===== src/rtl/bram_stream_reader_pkg.sv =====
// bram_stream_reader_pkg: shared constants and state type for the BRAM stream reader.
package bram_stream_reader_pkg;
    localparam int DW_DEF        = 16;
    localparam int RD_FIFO_DEPTH = 4;
    typedef enum logic [1:0] {IDLE, RUN, FIN} rd_state_t;
endpackage


===== src/rtl/bram_stream_reader_if.sv =====
// bram_stream_reader_if: valid/ready output stream carrying data words with a last flag.
interface bram_stream_reader_if #(
    parameter int DW = 16
);
    logic          valid;
    logic          ready;
    logic          last;
    logic [DW-1:0] data;
    modport master(output valid, data, last, input ready);
    modport slave(input valid, data, last, output ready);
endinterface


===== src/rtl/bram_stream_reader_fifo.sv =====
// bram_stream_reader_fifo: small register FIFO holding read data between BRAM and consumer.
module bram_stream_reader_fifo #(
    parameter int DW    = 16,
    parameter int DEPTH = 4
) (
    input  logic                   clk,
    input  logic                   rst,
    input  logic                   push,
    input  logic [DW-1:0]          din,
    input  logic                   pop,
    output logic [DW-1:0]          dout,
    output logic                   valid,
    output logic [$clog2(DEPTH):0] count
);
    localparam int PW = $clog2(DEPTH);
    localparam int CW = PW + 1;
    logic [DW-1:0] mem [DEPTH];
    logic [PW-1:0] wr;
    logic [PW-1:0] rd;
    logic          do_pop;

    assign do_pop = pop && valid;
    assign valid  = count != '0;
    assign dout   = mem[rd];

    always_ff @(posedge clk or posedge rst) begin
        if (rst) begin
            for (int i = 0; i < DEPTH; i++) mem[i] <= '0;
            wr    <= '0;
            rd    <= '0;
            count <= '0;
        end else begin
            if (push) begin
                mem[wr] <= din;
                wr      <= wr + PW'(1);
            end
            if (do_pop) rd <= rd + PW'(1);
            count <= count + CW'(push) - CW'(do_pop);
        end
    end
endmodule


===== src/rtl/bram_stream_reader.sv =====
// bram_stream_reader: issues sequential BRAM reads and presents the words as a valid/ready stream.
module bram_stream_reader
    import bram_stream_reader_pkg::*;
#(
    parameter int DW    = DW_DEF,
    parameter int DEPTH = 1024,
    parameter int AW    = (DEPTH <= 1) ? 1 : $clog2(DEPTH),
    parameter int LW    = AW + 1
) (
    input  logic                 clk,
    input  logic                 rst,
    input  logic                 start,
    input  logic [AW-1:0]        base_addr,
    input  logic [LW-1:0]        len,
    output logic                 busy,
    output logic                 done,
    output logic                 mem_en,
    output logic                 mem_we,
    output logic [AW-1:0]        mem_addr,
    input  logic [DW-1:0]        mem_dout,
    bram_stream_reader_if.master m
);
    localparam int CW = $clog2(RD_FIFO_DEPTH) + 1;
    rd_state_t     state;
    rd_state_t     state_n;
    logic [LW-1:0] len_q;
    logic [LW-1:0] issued;
    logic [LW-1:0] sent;
    logic [AW-1:0] addr;
    logic          inflight;
    logic          hs;
    logic          valid;
    logic [DW-1:0] head;
    logic [CW-1:0] count;

    // Credit check uses the pre-pop occupancy so a read never lands in a full FIFO.
    assign mem_en   = state == RUN && issued < len_q && (count + CW'(inflight)) < CW'(RD_FIFO_DEPTH);
    assign mem_we   = 1'b0;
    assign mem_addr = addr;
    assign busy     = state == RUN;
    assign done     = state == FIN;
    assign hs       = valid && m.ready;
    assign m.valid  = valid;
    assign m.data   = head;
    assign m.last   = valid && sent == len_q - LW'(1);

    bram_stream_reader_fifo #(.DW(DW), .DEPTH(RD_FIFO_DEPTH)) u_fifo (
        .clk   (clk),
        .rst   (rst),
        .push  (inflight),
        .din   (mem_dout),
        .pop   (m.ready),
        .dout  (head),
        .valid (valid),
        .count (count)
    );

    always_ff @(posedge clk or posedge rst) begin
        if (rst) state <= IDLE;
        else     state <= state_n;
    end

    always_comb begin
        state_n = state;
        case (state)
            IDLE:    if (start) state_n = (len != '0) ? RUN : FIN;
            RUN:     if (hs && m.last) state_n = FIN;
            default: state_n = IDLE;
        endcase
    end

    always_ff @(posedge clk or posedge rst) begin
        if (rst) begin
            len_q    <= '0;
            issued   <= '0;
            sent     <= '0;
            addr     <= '0;
            inflight <= 1'b0;
        end else begin
            inflight <= mem_en;
            if (state == IDLE && start) begin
                len_q  <= len;
                issued <= '0;
                sent   <= '0;
                addr   <= base_addr;
            end else begin
                if (mem_en) begin
                    issued <= issued + LW'(1);
                    addr   <= (addr == AW'(DEPTH - 1)) ? '0 : addr + AW'(1);
                end
                if (hs) sent <= sent + LW'(1);
            end
        end
    end
endmodule


===== src/flat_wrapper.sv =====
// flat-port wrapper written by rule: the top's interface ports become plain ports
module bram_stream_reader_flat import bram_stream_reader_pkg::*;
#(
    parameter int DW    = DW_DEF,
    parameter int DEPTH = 1024,
    parameter int AW    = (DEPTH <= 1) ? 1 : $clog2(DEPTH),
    parameter int LW    = AW + 1
)
  (clk, rst, start, base_addr, len, busy, done, mem_en, mem_we, mem_addr, mem_dout, m_valid, m_data, m_last, m_ready);
  bram_stream_reader_if #(.DW(DW)) m_i ();
  input  logic clk;
  input  logic rst;
  input  logic start;
  input  logic [AW-1:0] base_addr;
  input  logic [LW-1:0] len;
  output logic busy;
  output logic done;
  output logic mem_en;
  output logic mem_we;
  output logic [AW-1:0] mem_addr;
  input  logic [DW-1:0] mem_dout;
  output wire logic [$bits(m_i.valid)-1:0] m_valid;
  output wire logic [$bits(m_i.data)-1:0] m_data;
  output wire logic [$bits(m_i.last)-1:0] m_last;
  input wire logic [$bits(m_i.ready)-1:0] m_ready;
  assign m_valid = m_i.valid;
  assign m_data = m_i.data;
  assign m_last = m_i.last;
  assign m_i.ready = m_ready;
  bram_stream_reader #(.DW(DW), .DEPTH(DEPTH), .AW(AW), .LW(LW)) u_core (.clk(clk), .rst(rst), .start(start), .base_addr(base_addr), .len(len), .busy(busy), .done(done), .mem_en(mem_en), .mem_we(mem_we), .mem_addr(mem_addr), .mem_dout(mem_dout), .m(m_i));
endmodule

===== config.mk =====
export PLATFORM = sky130hd
export DESIGN_NAME = bram_stream_reader_flat
export DESIGN_NICKNAME = d
export VERILOG_FILES = /design/src/rtl/bram_stream_reader_pkg.sv /design/src/rtl/bram_stream_reader_if.sv /design/src/rtl/bram_stream_reader_fifo.sv /design/src/rtl/bram_stream_reader.sv /design/src/flat_wrapper.sv
export SDC_FILE = /design/constraint.sdc
export NUM_CORES = 1
export LEC_CHECK = 0
export CAP_MARGIN = 5
export CORE_UTILIZATION = 40
export DETAILED_ROUTE_END_ITERATION = 8
export PLACE_DENSITY_LB_ADDON = 0.25
export SLEW_MARGIN = 0
export SYNTH_ARGS = -nofsm -noshare
export SYNTH_HDL_FRONTEND = slang
export SYNTH_HIERARCHICAL = 1
export SYNTH_SLANG_ARGS = --single-unit
export TNS_END_PERCENT = 1

===== constraint.sdc =====
create_clock -name clk -period 3 [get_ports clk]
set_clock_uncertainty 0.15 [all_clocks]
set_input_delay 0.6 -clock clk [delete_from_list [all_inputs] [get_ports clk]]
set_output_delay 0.6 -clock clk [all_outputs]
set_load 0.02 [all_outputs]

Word level (Yosys, flattened, before mapping)
Index checks and enable logic that the tools add are counted.
{"block": "totals", "ff_bits": 117, "inputBits": 41, "out_inout_bits": 32}
{"block": "op_classes", "add_sub_neg": 8, "magnitude_cmp": 5, "eq_ne": 6, "muxes": 17, "bitwise": 2, "reduce_logical": 13}
{"cell": "$bwmux 64", "n": 1}
{"cell": "$mux 16", "n": 3}
{"cell": "$mux 11", "n": 4}
{"cell": "$bmux 16 s2", "n": 1}
{"cell": "$demux 16 s2", "n": 1}
{"cell": "$mux 10", "n": 3}
{"cell": "$add 11x1->11 const B", "n": 2}
{"cell": "$eq 11x11->1", "n": 1}
{"cell": "$lt 11x11->1", "n": 1}
{"cell": "$reduce_bool 11->1", "n": 1}
{"cell": "$sub 11x1->11 const B", "n": 1}
{"cell": "$add 10x1->10 const B", "n": 1}
{"cell": "$eq 10x10->1 const B", "n": 1}
{"cell": "$logic_and 1x1->1", "n": 7}
{"cell": "$ge 3x3->1 const B", "n": 2}
{"cell": "$mux 2", "n": 3}
{"cell": "$not 2->3", "n": 2}
{"cell": "$add 2x1->2 const B", "n": 2}
{"cell": "$pmux 2 s2", "n": 1}
{"cell": "$reduce_bool 2->1", "n": 2}
{"cell": "$add 3x1->3", "n": 1}
{"cell": "$lt 3x1->1 const B", "n": 1}
{"cell": "$lt 3x3->1 const B", "n": 1}
{"cell": "$reduce_bool 3->1", "n": 1}
{"cell": "7 further kinds", "n": 7}

Depth between registers and ports, before layout
{"block": "logic_depth", "depth_word": 6, "ltp_mapped": 11}

By module
Netlist, hierarchy kept.
{"module": "bram_stream_reader_fifo", "instances": 1, "cells_each": 188, "area_per_inst_um2": 3374.5, "seq_area_each_um2": 1776.7}
{"module": "bram_stream_reader", "instances": 1, "cells_each": 334, "area_per_inst_um2": 2886.5, "seq_area_each_um2": 1151.1}

Worst setup path after synthesis
No wires, ideal clock.
{"block": "synth_path", "path_type": "register to output", "from": "reg u_core.len_q[0]", "to": "out m_last", "t_arrival_ns": 2.259, "required_time_ns": 2.250, "path_slack_ns": -0.009, "stages_incl_launch_ff": 8, "path_buffers": 0, "path_cell_list": "dfrtp_1 -> inv_1 -> ha_1 -> or4b_4 -> a2111oi_2 -> o21ba_1 -> mux2_4 -> nor2_1"}
{"block": "synth_between", "elab_chain_len": 3}
{"element": "start, declared", "line": "bram_stream_reader.sv:26", "source": "logic [LW-1:0] len_q;"}
{"element": "start signal, assigned", "line": "bram_stream_reader.sv:82", "source": "len_q <= len;"}
{"element": "$sub 11x1->11", "line": "bram_stream_reader.sv:45", "source": "assign m.last = valid && sent == len_q - LW'(1);"}
{"element": "$eq 11x11->1", "line": "bram_stream_reader.sv:45"}
{"element": "$logic_and 1x1->1", "line": "bram_stream_reader.sv:45"}
{"element": "end, declared", "line": "flat_wrapper.sv:24", "source": "output wire logic [$bits(m_i.last)-1:0] m_last;"}
No other way between the ends.

Worst setup path after layout
Same ends and word-level chain as after synthesis.

==> run_results.csv <==
group,metric,value,unit
outcome,status,"finished, violations left",
outcome,failed_checks,"negative setup slack",
synth,synth.mux.area_fraction,20.86,%
clock_network,htree_levels,4,
clock_network,cts.sinks,117,
synth,ys_types,53,
worst_setup_path,reg2regPathDepth,10,
timing,period_needed,3.241,ns
pwr,leakage,0.003583,uW
synth,netlist_top_cells_count,"dfrtp_1, nand2_1, mux2_4, o21ai_0, mux2_2",
clock_network,cts_tree,"done",
synth,yosys.area.top_type,"dfrtp_1",
job,cap_violations,0,
worst_setup_path,startpoint_type,"flop",
synth,yosysSeqAreaShare,46.76,%
floorplanning,dieArea,16160,um^2
placed_design,dp_hpwl,9.567,mm
drt,antenna_left,0,
floorplanning,die_w,127.1,um
timing,setup_viol,1,
synth,synth_compound_area_share,7.294,%
drt,drt_first_pass_iters,4,
global_routing,track_usage,18.94,%
synth,synth.avg_cell_area,11.99,um^2
drt,vias,4387,
layout,fin_area,8028,um^2
synth,synthCells,522,
synth,synth_fa_ha_area_share,4.317,%
layout,areaGrowthSynthToFinish,28.22,%
placed_design,dpl_cell_area,7316,um^2
timing,fmax,308.6,MHz
worst_setup_path,setup.worst_path.start,"u_core/len_q[0]",
clock_network,numCtsBuffers,17,
clock_network,cts_hold_buf,0,
drt,wl_per_cell,16.73,um
synth,synthesis.area,6261,um^2
worst_setup_path,critPathKind,"reg2out",
worst_setup_path,crit_fanout,3,
pwr,ir_drop,0.5198,mV
synth,synth.most_common_cell,"dfrtp_1",
floorplanning,io_pins,73,
global_routing,gr-total-overflow,0,
timing,relSlewSlack,56.95,%
worst_setup_path,r2r-start,"u_core/len_q[0]",
drt,drcViolationCount,0,
pwr,p_per_area,1201,nW/um^2
worst_setup_path,reg2reg_slack,0.33,ns
placed_design,dp_slack,-0.3796,ns
synth,synth_xor_xnor_area_share,4.197,%
worst_setup_path,worstPathRequired,2.25,ns
worst_setup_path,endpoint,"m_last",
timing,tightest_slew,0.6442,ns
synth,synthArstFlopShare,100.0,%
synth,synth_edf_count,0,
synth,synth.net_count,584,
worst_setup_path,arrival,2.49,ns
synth,synth-simple-area-share,12.55,%
layout,antenna_cells,0,
floorplanning,rows,45,
worst_setup_path,r2r_end,"u_core/state[1]",
global_routing,grt_pass1_wl,23.69,mm
floorplanning,start_util,41.03,%
layout,drive_gt1_share,24.56,%
timing,hold_violations,0,
synth,yosys-top-cells-area,"dfrtp_1, mux2_4, mux2_2, ha_1, mux4_1",
synth,synth_top_area_share,46.76,%
hold_path,hp-class,"reg2reg",
drt,viasPerCell,5.210,
global_routing,grt_max_degree,47,
placed_design,gp_congestion,0.8584,
layout,nNetsFinal,680,
timing,worst_slack,-0.2408,ns
timing,period_share,108.0,%
synth,synth_top_family_by_area,"multiplexers",
floorplanning,core-area,15260,um^2
worst_setup_path,end_kind,"output pin",
global_routing,antenna_found_initial,0,
clock_network,clk_latency,0.41,ns
clock_network,root_buffer,"clkbuf_16",
clock_network,cts.clk_slew.worst_paths,0.06,ns
placed_design,port_buffers,71,
timing,rsz0062_at_grt,"yes",
drt,drt_wl_total,14.09,mm
timing,slew_viol_final,0,
synth,yosys_warnings,6,
synth,synth_flop_cell,"dfrtp_1",
floorplanning,die_h,127.1,um
clock_network,clock_path_buffers,2,
global_routing,grt_pass1_vias,4638,
drt,drt_iter0_drc,272,
timing,whs,0.3513,ns
synth,ys_seq_elements,117,
## routing by layer
metal  part of all wire [%]  global-route usage, %  routed length (um)
met1                     45                  24.05                6389
met2                     50                  31.71                7004
met3                    3.8                  4.941                 530
met4                    1.2                  5.812                 163
met5                      0                      0                   0
## worst min-delay path by stage
stage / slack [ns] / from / depth (start not counted) / endpoint
after floorplan: 0.32 / u_core/u_fifo/mem[31] / 1 / u_core/u_fifo/mem[31]
final: 0.35 / u_core/u_fifo/mem[0] / 1 / u_core/u_fifo/mem[0]
after detailed placement: 0.34 / u_core/u_fifo/mem[52] / 1 / u_core/u_fifo/mem[52]
after global routing: 0.36 / u_core/u_fifo/mem[58] / 1 / u_core/u_fifo/mem[58]
after CTS: 0.35 / u_core/u_fifo/mem[52] / 1 / u_core/u_fifo/mem[52]
after global placement: 0.33 / u_core/u_fifo/mem[31] / 1 / u_core/u_fifo/mem[31]
## through the flow
step | utilization, % | total power, uW | instances | setup TNS (ns)
2_1_floorplan | - | 5928 | 522 | 0
6_report | 52.61 | 9644 | 842 | -0.2408
5_1_grt | 52.61 | 10270 | 842 | -0.4237
3_5_place_dp | 47.95 | 7460 | 808 | -0.3796
3_3_place_gp | 47.95 | 7266 | 808 | -0.3280
4_1_cts | 52.40 | 9707 | 842 | -0.2663
## cells by family after synthesis
logic type                 Yosys count
and+or+nand+nor                    149
DFF                                117
muxes                               84
AOI/OAI and AO/OA                   73
buffers and inverters               47
xor gates and xnor gates            30
adders and majority gates           21
other                                1
## area by class of cell
cell class	count	area, um^2
Fill cell	1284	7231
Multi-Input combinational cell	358	3148
Sequential cell	117	2929
Timing Repair Buffer	102	975.9
Clock buffer	24	481.7
Tap cell	211	264.0
Clock inverter	8	146.4
Inverter	22	82.58
## placed cells by master (no fill, tap or decap), drive strengths merged, types with 3 or more instances in the layout
| master | instances |
|---|---|
| dfrtp | 117 |
| clkbuf | 24 |
| and4 | 3 |
| buf | 33 |
| a21oi | 18 |
| o21ai | 30 |
| xnor2 | 18 |
| or4 | 4 |
| mux2i | 3 |
| bufinv | 4 |
| o211ai | 6 |
| xor2 | 12 |
| and3 | 9 |
| ha | 20 |
| o31ai | 5 |
| nand2 | 54 |
| clkinv | 4 |
| clkdlybuf4s50 | 64 |
| nand3 | 19 |
| nor3 | 5 |
| or3 | 10 |
| nor2 | 22 |
| mux2 | 65 |
| inv | 21 |
| dlymetal6s2s | 4 |
| nor2b | 3 |
| mux4 | 16 |
| nand4 | 8 |
| nor4 | 5 |
| and2 | 3 |
## state kept, by name, summed over array words and instances, names as in the netlist
signal               flops
u_core/issued           11
u_core/inflight          1
u_core/u_fifo/rd         2
u_core/state             2
u_core/sent             11
u_core/u_fifo/mem       64
u_core/len_q            11
u_core/mem_addr         10
u_core/u_fifo/wr         2
u_core/u_fifo/count      3
## critical path: stages (launching register included)
cell and delay (ns):
dfrtp_1 0.38, inv_2 0.08, ha_4 0.13, or4b_4 0.50
nor4_4 0.17, xnor2_1 0.11, a2111oi_2 0.24, nand3_1 0.20
nor2_4 0.16, buf_6 0.12
## timing repair
| action | CTS | global route |
|---|---|---|
| pin swaps | 4 | 2 |
| setup buffers | 2 | 0 |
| endpoints found under the setup margin | 3 | 6 |
| resized for setup | 19 | 9 |
| cloned | 0 | 0 |
## power by group
| part | internal [uW] | leakage, uW | switching (uW) |
|---|---|---|---|
| registers | 2310 | 0.00142 | 515 |
| clock network | 1450 | 0.000304 | 688 |
| logic | 2440 | 0.00186 | 2230 |
| total | 6210 | 0.00358 | 3440 |
Note: power is estimated with default switching activity, not from simulation.
